==> src/rtl/dac_serializer.sv <==
// Dual-channel serial DAC transmitter: captures X/Y codes on sample, shifts a
// 16-bit frame per channel, then pulses ldacn so both analog outputs update together.
module dac_serializer #(
  parameter int DIVIDE = 4
) (
  input  logic         clk,
  input  logic         reset,
  input  logic [10:1]  xdac,
  input  logic         xvld,
  input  logic [10:1]  ydac,
  input  logic         yvld,
  input  logic         sample,
  input  logic         clr_ovr,
  output logic         sclk,
  output logic         sdata,
  output logic         csn,
  output logic         ldacn,
  output logic         beam_on,
  output logic         busy,
  output logic         overrun
);

  typedef enum logic [2:0] {
    IDLE,
    XSHIFT,
    GAP,
    YSHIFT,
    LDAC
  } state_e;

  localparam logic [7:0] DIV_LAST = 8'(DIVIDE - 1);

  // Frame: channel bit, 2'b01 command, 10-bit code, three pad zeros.
  function automatic logic [15:0] make_frame(input logic ch, input logic [9:0] code);
    return {ch, 2'b01, code, 3'b000};
  endfunction

  state_e      state_q, state_d;
  logic [7:0]  cnt_q, cnt_d;
  logic [3:0]  bit_q, bit_d;
  logic [15:0] shreg_q, shreg_d;
  logic [9:0]  ycode_q, ycode_d;
  logic        xvld_q, xvld_d;
  logic        yvld_q, yvld_d;
  logic        sclk_q, sclk_d;
  logic        csn_q, csn_d;
  logic        ldacn_q, ldacn_d;
  logic        beam_q, beam_d;
  logic        busy_q, busy_d;
  logic        ovr_q, ovr_d;

  logic        cnt_last;
  logic        accept;
  logic        drop;

  assign cnt_last = (cnt_q == DIV_LAST);

  // NOTE: every signal written here gets its default first, so no path can infer a latch.
  always_comb begin
    state_d = state_q;
    cnt_d   = cnt_q;
    bit_d   = bit_q;
    shreg_d = shreg_q;
    ycode_d = ycode_q;
    xvld_d  = xvld_q;
    yvld_d  = yvld_q;
    sclk_d  = sclk_q;
    csn_d   = csn_q;
    ldacn_d = ldacn_q;
    beam_d  = beam_q;
    busy_d  = busy_q;
    accept  = 1'b0;
    drop    = 1'b0;

    case (state_q)
      IDLE: begin
        accept = sample;
      end

      XSHIFT, YSHIFT: begin
        drop  = sample;
        cnt_d = cnt_q + 8'd1;
        if (cnt_last) begin
          cnt_d = 8'd0;
          if (!sclk_q) begin
            sclk_d = 1'b1;
          end else begin
            sclk_d = 1'b0;
            if (bit_q == 4'd0) begin
              csn_d = 1'b1;
              if (state_q == XSHIFT) begin
                state_d = GAP;
              end else begin
                state_d = LDAC;
                ldacn_d = 1'b0;
              end
            end else begin
              // Data only moves on the falling sclk edge, so it is stable across the rise.
              bit_d   = bit_q - 4'd1;
              shreg_d = {shreg_q[14:0], 1'b0};
            end
          end
        end
      end

      GAP: begin
        drop  = sample;
        cnt_d = cnt_q + 8'd1;
        if (cnt_last) begin
          cnt_d   = 8'd0;
          state_d = YSHIFT;
          csn_d   = 1'b0;
          bit_d   = 4'd15;
          shreg_d = make_frame(1'b1, ycode_q);
        end
      end

      LDAC: begin
        cnt_d = cnt_q + 8'd1;
        if (cnt_last) begin
          // The exit edge behaves as idle: a waiting sample starts the next transfer.
          cnt_d   = 8'd0;
          ldacn_d = 1'b1;
          beam_d  = xvld_q & yvld_q;
          busy_d  = 1'b0;
          state_d = IDLE;
          accept  = sample;
        end else begin
          drop = sample;
        end
      end

      default: begin
        state_d = IDLE;
      end
    endcase

    if (accept) begin
      ycode_d = ydac;
      xvld_d  = xvld;
      yvld_d  = yvld;
      shreg_d = make_frame(1'b0, xdac);
      sclk_d  = 1'b0;
      csn_d   = 1'b0;
      busy_d  = 1'b1;
      cnt_d   = 8'd0;
      bit_d   = 4'd15;
      state_d = XSHIFT;
    end

    // A drop on the same edge as clr_ovr wins.
    ovr_d = clr_ovr ? 1'b0 : ovr_q;
    if (drop) begin
      ovr_d = 1'b1;
    end
  end

  // NOTE: sequential state uses non-blocking assignments only, so every flop sees pre-edge values.
  always_ff @(posedge clk or posedge reset) begin
    if (reset) begin
      state_q <= IDLE;
      cnt_q   <= 8'd0;
      bit_q   <= 4'd0;
      shreg_q <= 16'd0;
      ycode_q <= 10'd0;
      xvld_q  <= 1'b0;
      yvld_q  <= 1'b0;
      sclk_q  <= 1'b0;
      csn_q   <= 1'b1;
      ldacn_q <= 1'b1;
      beam_q  <= 1'b0;
      busy_q  <= 1'b0;
      ovr_q   <= 1'b0;
    end else begin
      state_q <= state_d;
      cnt_q   <= cnt_d;
      bit_q   <= bit_d;
      shreg_q <= shreg_d;
      ycode_q <= ycode_d;
      xvld_q  <= xvld_d;
      yvld_q  <= yvld_d;
      sclk_q  <= sclk_d;
      csn_q   <= csn_d;
      ldacn_q <= ldacn_d;
      beam_q  <= beam_d;
      busy_q  <= busy_d;
      ovr_q   <= ovr_d;
    end
  end

  assign sclk    = sclk_q;
  assign sdata   = shreg_q[15];
  assign csn     = csn_q;
  assign ldacn   = ldacn_q;
  assign beam_on = beam_q;
  assign busy    = busy_q;
  assign overrun = ovr_q;

endmodule

==> config.mk <==
export PLATFORM = sky130hd
export DESIGN_NAME = dac_serializer
export DESIGN_NICKNAME = d
export VERILOG_FILES = /design/src/rtl/dac_serializer.sv
export SDC_FILE = /design/constraint.sdc
export NUM_CORES = 1
export LEC_CHECK = 0
export CORE_MARGIN = 2
export CORE_UTILIZATION = 49
export DETAILED_ROUTE_END_ITERATION = 16
export GPL_ROUTABILITY_DRIVEN = 0
export PLACE_DENSITY = 0.76
export SYNTH_ARGS = -nofsm -noshare
export SYNTH_HDL_FRONTEND = slang
export SYNTH_SLANG_ARGS = --single-unit
==> constraint.sdc <==
create_clock -name clk -period 2.28 [get_ports clk]
set_clock_uncertainty 0.05 [all_clocks]
set_input_delay 0.456 -clock clk [delete_from_list [all_inputs] [get_ports clk]]
set_output_delay 0.456 -clock clk [all_outputs]
set_load 0.03 [all_outputs]
==> results.ini, run 1 <==
[status]
status = finished clean

[logic_synthesis]
mappedNetlistArea_um2 = 2440
synth.yosys.warnings = 0
synth_cell_types = 50
syn-instance-count = 218
async_flop_share_pct = 100
ys_dominant_reg_cell = sky130_fd_sc_hd__dfrtp_1
synth_edf_count = 0
seq_area_frac_synth_pct = 47.2
synth_fp_nets = 246
ys_seq_elements = 46
syn_area_per_cell_um2 = 11.2

[power_and_ir_drop]
worst_voltage_drop_across_the_vdd_grid_v = 0.000488
power_leakage_nw = 1.38
power_density_nw_per_um2 = 1120

[finish]
finalCoreUtilization_pct = 64.9
antennaDiodeCount = 0
n_fill_cell = 387
most_common_cell_after_layout_fill_and_taps_aside = sky130_fd_sc_hd__dfrtp_1
syn_to_final_growth_pct = 26.4
stdcell_count = 337
most_used_cells_in_the_layout_excluding_fill_and_tap_cells = sky130_fd_sc_hd__dfrtp_1 (44), sky130_fd_sc_hd__mux2_2 (33), sky130_fd_sc_hd__clkdlybuf4s50_1 (32)
final_nets = 298
fin_area_um2 = 3090
area.sequential_um2 = 1150
multiInputGateArea_um2 = 1150
layout_cells_sized_above_1_pct = 28.9

[sta]
highest_attainable_clock_frequency_mhz = 454
final_hold_viol_count = 0
fin_crit_sh_pct = 96.5
rsz0062_at_grt = false
setup_viol_count_final = 0
relative_slew_slack_pct = 70.7
worstMarginPinSlew_ns = 0.437
period_minus_slack_ns = 2.20
slew_viol_final = 0

[route]
drt_pass1_iterations = 4
drt-total-wl_mm = 4.63
route.vias.total = 1750
detail_route.vias_per_cell = 5.19
detailedRoute.firstIterationViolations = 100
routedWlPerCell_um = 13.7
route.detailed.drc = 0
post_route_ant_nets = 0

[critical_path]
crit_path_start_kind = input pin
crit_path_cell_trace = clkdlybuf4s50_1 -> or3b_1 -> o2bb2ai_2 -> and4b_1 -> buf_12 -> mux2_2
critical_path.max_stage_delay_ns = 0.47
cp_max_fo = 16
end_kind = flip-flop
critPathArrivalTime_ns = 2.32
criticalPathCategory = input pin to flip-flop
critPathSlowestCell = sky130_fd_sc_hd__clkdlybuf4s50_1
worstPathRequired_ns = 2.40

[floorplanning]
die-width_um = 74.6
rows = 25
dieArea_um2 = 5570
fp.coreArea_um2 = 4750
floorplan.initialDensity_pct = 51.4
pin_count = 33
dieHeight_um = 74.6

[placement]
placed_area_um2 = 2970
half_perimeter_wire_length_after_detailed_placement_mm = 3.39
place.detailed.instances = 330
port_buffers = 32

[clock_network]
clk_pin_slew_worst_paths_ns = 0.08
cts_buffer_depth = 2
cts.root.buffer_cell = sky130_fd_sc_hd__clkbuf_8
tritoncts.num_buffers = 5
post_cts_hold_buffer_count = 0
postCtsSetupRepairBufs = 0
tritoncts = yes
clock_sinks = 46
clock_latency_ns = 0.29
cts.htree.levels = 2

[grt]
largest_net_degree_at_the_start_of_global_routing = 47
antenna_violations_before_repair = 0
global_route_wire_length_before_repair_mm = 8.03
gr-total-overflow = 0
first_global_vias = 1795
globalRouteTotalUtil_pct = 18.8

[flow_run]
cap_viol_max_count = 0

[min_path]
holdCritPathClass = flip-flop to flip-flop

-- metal layers --
| metal | vias to the layer above | track usage [%] | wire length, µm |
|---|---|---|---|
| met3 | 2 | 3.25 | 123 |
| met2 | 27 | 30.2 | 2300 |
| met5 | - | 0 | 0 |
| met4 | 0 | 6.75 | 25 |
| li1 | 883 | - | - |
| met1 | 838 | 25.6 | 2190 |
-- cell families after synthesis --
family | Yosys count | synth area share (%)
simple gates | 59 | 13.1
flops | 46 | 47.2
mux | 41 | 18.9
compound gates | 40 | 11.1
buf+inv | 22 | 5.74
xor+xnor | 8 | 2.87
fa+ha+maj | 2 | 1.02
-- metrics by stage --
stage | setup WS [ns] | total power [mW] | setup TNS (ns) | hold slack (ns)
after floorplan | 0.0395 | 2.41 | 0 | 0.402
after global placement | -0.192 | 2.80 | -3.03 | 0.407
after detailed placement | -0.294 | 2.87 | -4.59 | 0.409
after CTS | 0.0158 | 3.50 | 0 | 0.422
after global routing | 0.0432 | 3.74 | 0 | 0.446
final | 0.0790 | 3.47 | 0 | 0.418
-- layout make-up --
| type | instances | area share (%) |
|---|---|---|
| Clock buffer | 6 | 2.67 |
| Clock inverter | 1 | 0.972 |
| Inverter | 10 | 1.22 |
| Multi-Input combinational cell | 150 | 37.4 |
| Sequential cell | 46 | 37.4 |
| Tap cell | 67 | 2.71 |
| Timing Repair Buffer | 57 | 17.7 |
-- flip-flops by register name (all words and copies together), names as in the netlist --
register,count
beam_on,1
ldacn,1
shreg_q,13
overrun,1
cnt_q,8
yvld_q,1
csn,1
bit_q,4
xvld_q,1
state_q,3
ycode_q,10
sclk,1
busy,1
-- repair_timing --
item                                    4_1_cts  5_1_grt
hold endpoints to repair                      0        0
endpoints found under the setup margin        0       12
resized for setup                             0        1
-- worst paths after layout --
kind	start	to	slack (ns)	cells past startpoint
max	sample	shreg_q[9]	0.08	6
min	csn	csn	0.42	2
max reg2reg	cnt_q[1]	shreg_q[9]	0.12	7
min reg2reg	csn	csn	0.42	2
max in group asynchronous	reset	ldacn	1.44	3
min in group asynchronous	reset	shreg_q[15]	0.46	3
-- synth_stat cells (2+ instances only) --
| cell type | number | area [µm²] |
|---|---|---|
| sky130_fd_sc_hd__a211oi_1 | 2 | 15.0 |
| sky130_fd_sc_hd__a21boi_0 | 2 | 15.0 |
| sky130_fd_sc_hd__a21o_1 | 2 | 15.0 |
| sky130_fd_sc_hd__a21oi_1 | 10 | 50.1 |
| sky130_fd_sc_hd__a31oi_1 | 2 | 12.5 |
| sky130_fd_sc_hd__buf_1 | 2 | 7.51 |
| sky130_fd_sc_hd__buf_12 | 2 | 40.0 |
| sky130_fd_sc_hd__buf_2 | 2 | 10.0 |
| sky130_fd_sc_hd__buf_6 | 3 | 33.8 |
| sky130_fd_sc_hd__clkbuf_1 | 3 | 11.3 |
| sky130_fd_sc_hd__dfrtp_1 | 44 | 1100 |
| sky130_fd_sc_hd__dfstp_2 | 2 | 52.6 |
| sky130_fd_sc_hd__ha_1 | 2 | 25.0 |
| sky130_fd_sc_hd__inv_1 | 10 | 37.5 |
| sky130_fd_sc_hd__mux2_1 | 4 | 45.0 |
| sky130_fd_sc_hd__mux2_2 | 33 | 372 |
| sky130_fd_sc_hd__mux2i_1 | 3 | 30.0 |
| sky130_fd_sc_hd__nand2_1 | 10 | 37.5 |
| sky130_fd_sc_hd__nand2b_1 | 3 | 18.8 |
| sky130_fd_sc_hd__nand3_1 | 5 | 25.0 |
| sky130_fd_sc_hd__nand4_1 | 3 | 18.8 |
| sky130_fd_sc_hd__nor2_1 | 21 | 78.8 |
| sky130_fd_sc_hd__nor2b_1 | 2 | 12.5 |
| sky130_fd_sc_hd__nor3_1 | 2 | 10.0 |
| sky130_fd_sc_hd__nor3b_1 | 2 | 15.0 |
| sky130_fd_sc_hd__nor4_1 | 2 | 12.5 |
| sky130_fd_sc_hd__o21ai_0 | 7 | 35.0 |
| sky130_fd_sc_hd__o21ai_1 | 2 | 10.0 |
| sky130_fd_sc_hd__o22ai_1 | 2 | 12.5 |
| sky130_fd_sc_hd__o2bb2ai_1 | 2 | 17.5 |
| sky130_fd_sc_hd__or2_2 | 2 | 12.5 |
| sky130_fd_sc_hd__xor2_1 | 7 | 61.3 |
-- worst max-delay path, delay by kind of cell --
kind            cells  cell delay [ns]
simple gates        2             0.71
compound gates      1             0.18
mux                 1             0.34
buf+inv             2             0.63
-- power breakdown --
group | internal [mW] | leakage, nW | switching [mW] | total, mW
clock network | 0.351 | 0.0573 | 0.258 | 0.609
logic | 0.814 | 0.754 | 0.692 | 1.51
registers | 1.14 | 0.567 | 0.215 | 1.36
Power figures use the tool's default switching activity.
==> run 2: changes to the inputs <==
Settings changed: SKIP_LAST_GASP set to 1.
==> results of run 2 <==
Final layout, timing and power as in run 1 (identical DEF).
==> run 3: changes to the inputs <==
Settings changed: CORE_UTILIZATION 49 to 40, PLACE_DENSITY 0.76 to 0.65.
==> results.ini, run 3 (synthesized netlist as in run 1, its figures left out) <==
[sta]
fin_worst_hold_slack_ns = 0.422  ; +0.00365 ns
final_hold_viol_count = 0  ; unchanged
highest_attainable_clock_frequency_mhz = 462  ; +1.8%
slew_viol_final = 0  ; unchanged
period_minus_slack_ns = 2.16  ; -0.0379 ns
relative_slew_slack_pct = 63.4  ; -7.3 points
fin_crit_sh_pct = 94.9  ; -1.7 points
worstMarginPinSlew_ns = 0.545  ; +0.108 ns
rsz0062_at_grt = false
final.setup.tns_ns = 0  ; unchanged
setup_viol_count_final = 0  ; unchanged

[power_and_ir_drop]
worst_voltage_drop_across_the_vdd_grid_v = 0.000486  ; -0.57%
power_leakage_nw = 1.38  ; -0.25%
power_density_nw_per_um2 = 1120  ; -0.30%

[floorplanning]
dieHeight_um = 82.1  ; +10%
die-width_um = 82.1  ; +10%
fp.coreArea_um2 = 5920  ; +25%
pin_count = 33  ; unchanged
dieArea_um2 = 6750  ; +21%
floorplan.initialDensity_pct = 41.3  ; -10 points
rows = 28  ; +12%

[clock_network]
cts.htree.levels = 2  ; unchanged
cts_resized = 0  ; unchanged
clock_sinks = 46  ; unchanged
post_cts_hold_buffer_count = 0  ; unchanged
postCtsSetupRepairBufs = 0  ; unchanged
tritoncts.num_buffers = 5  ; unchanged
clock_latency_ns = 0.30  ; about the same
cts_buffer_depth = 2  ; unchanged
cts.root.buffer_cell = sky130_fd_sc_hd__clkbuf_8
clk_pin_slew_worst_paths_ns = 0.09  ; about the same
tritoncts = yes

[min_path]
holdCritPathClass = flip-flop to flip-flop
holdPathStages = 2  ; unchanged

[route]
drt-total-wl_mm = 4.72  ; +1.8%
detailedRoute.firstIterationViolations = 69  ; -31%
post_route_ant_nets = 0  ; unchanged
route.vias.total = 1761  ; +0.63%
route.detailed.drc = 0  ; unchanged
routedWlPerCell_um = 13.6  ; -1.1%
drt_pass1_iterations = 4  ; unchanged
detail_route.vias_per_cell = 5.07  ; -2.3%

[finish]
finalCoreUtilization_pct = 52.4  ; -13 points
syn_to_final_growth_pct = 26.9
top_regs = shreg_q (13), ycode_q (10), cnt_q (8)
final_nets = 299  ; +0.34%
fin_area_um2 = 3100  ; +0.41%
most_common_cell_after_layout_fill_and_taps_aside = sky130_fd_sc_hd__dfrtp_1
most_used_cells_in_the_layout_excluding_fill_and_tap_cells = sky130_fd_sc_hd__dfrtp_1 (44), sky130_fd_sc_hd__mux2_2 (33), sky130_fd_sc_hd__clkdlybuf4s50_1 (32)
max_flop_register = shreg_q
stdcell_count = 347  ; +3.0%
n_fill_cell = 529  ; +37%
largest_register_ffs = 13  ; unchanged
layout_cells_sized_above_1_pct = 29.0  ; +0.16 points
antennaDiodeCount = 0  ; unchanged

[placement]
place.detailed.instances = 339  ; +2.7%
port_buffers = 32  ; unchanged
placed_area_um2 = 2990  ; +0.59%
half_perimeter_wire_length_after_detailed_placement_mm = 3.48  ; +2.6%

[grt]
antenna_violations_before_repair = 0  ; unchanged
globalRouteTotalUtil_pct = 15.7  ; -3.0 points
first_global_vias = 1740  ; -3.1%
largest_net_degree_at_the_start_of_global_routing = 47  ; unchanged
global_route_wire_length_before_repair_mm = 8.13  ; +1.2%
gr-total-overflow = 0  ; unchanged

[critical_path]
critPathArrivalTime_ns = 2.31  ; about the same
criticalPathCategory = input pin to flip-flop
cp_max_fo = 13  ; -3
end_kind = flip-flop
crit_path_start_kind = input pin
worstPathRequired_ns = 2.42  ; +0.02 ns
ff2ff_path_depth = 7  ; unchanged

[status]
status = finished clean

[flow_run]
cap_viol_max_count = 0  ; unchanged

-- run 3: cell count changes in the layout (fill, tap and decap cells not counted), sizes merged --
cell,change
clkinvlp,+2
buf,+1
clkbuf,-1
-- run 3: routing by layer --
metal | wire [µm] | global-route usage, % | share of wire, %
met2 | 2220 | 25.3 | 47
met3 | 160 | 3.80 | 3.4
met1 | 2300 | 21.5 | 49
met5 | 0 | 0 | 0
met4 | 42 | 4.00 | 0.89
-- run 3: power by group --
part / leakage, nW / switching, mW / internal, mW / total [mW]
combinational: 0.758 / 0.679 / 0.821 / 1.50
sequential: 0.567 / 0.223 / 1.14 / 1.37
clock: 0.0504 / 0.283 / 0.326 / 0.609
total: 1.38 / 1.19 / 2.29 / 3.48
-- run 3: worst max-delay path, stage by stage --
cell	delay, ns
sky130_fd_sc_hd__clkdlybuf4s50_1	0.48
sky130_fd_sc_hd__or3b_1	0.42
sky130_fd_sc_hd__o2bb2ai_1	0.19
sky130_fd_sc_hd__and4b_1	0.26
sky130_fd_sc_hd__buf_12	0.15
sky130_fd_sc_hd__mux2_2	0.34
-- run 3: cell type report --
class                      count  area, µm²  area share [%]
sequential                    46       1150            37.2
multi-input combinational    150       1150            37.0
timing repair buffer          58        553            17.8
tap                           75       93.8            3.03
clock buffer                   5       68.8            2.22
clock inverter                 3       45.0            1.45
inverter                      10       37.5            1.21
-- run 3: through the flow --
step	worst slack, ns	total power [mW]
finish	0.117	3.48
global route	0.00353	3.74
CTS	0.105	3.52
detailed placement	-0.219	2.89
global placement	-0.182	2.85
floorplan	0.0395	2.41
-- run 3: worst paths after layout --
| path | from | end | slack [ns] |
|---|---|---|---|
| worst max-delay path | sample | shreg_q[6] | 0.12 |
| worst max register to register | cnt_q[1] | shreg_q[6] | 0.13 |
| worst min register to register | csn | csn | 0.42 |
| max in group asynchronous | reset | csn | 1.44 |
| min in group asynchronous | reset | state_q[0] | 0.44 |
| worst min-delay path | csn | csn | 0.42 |
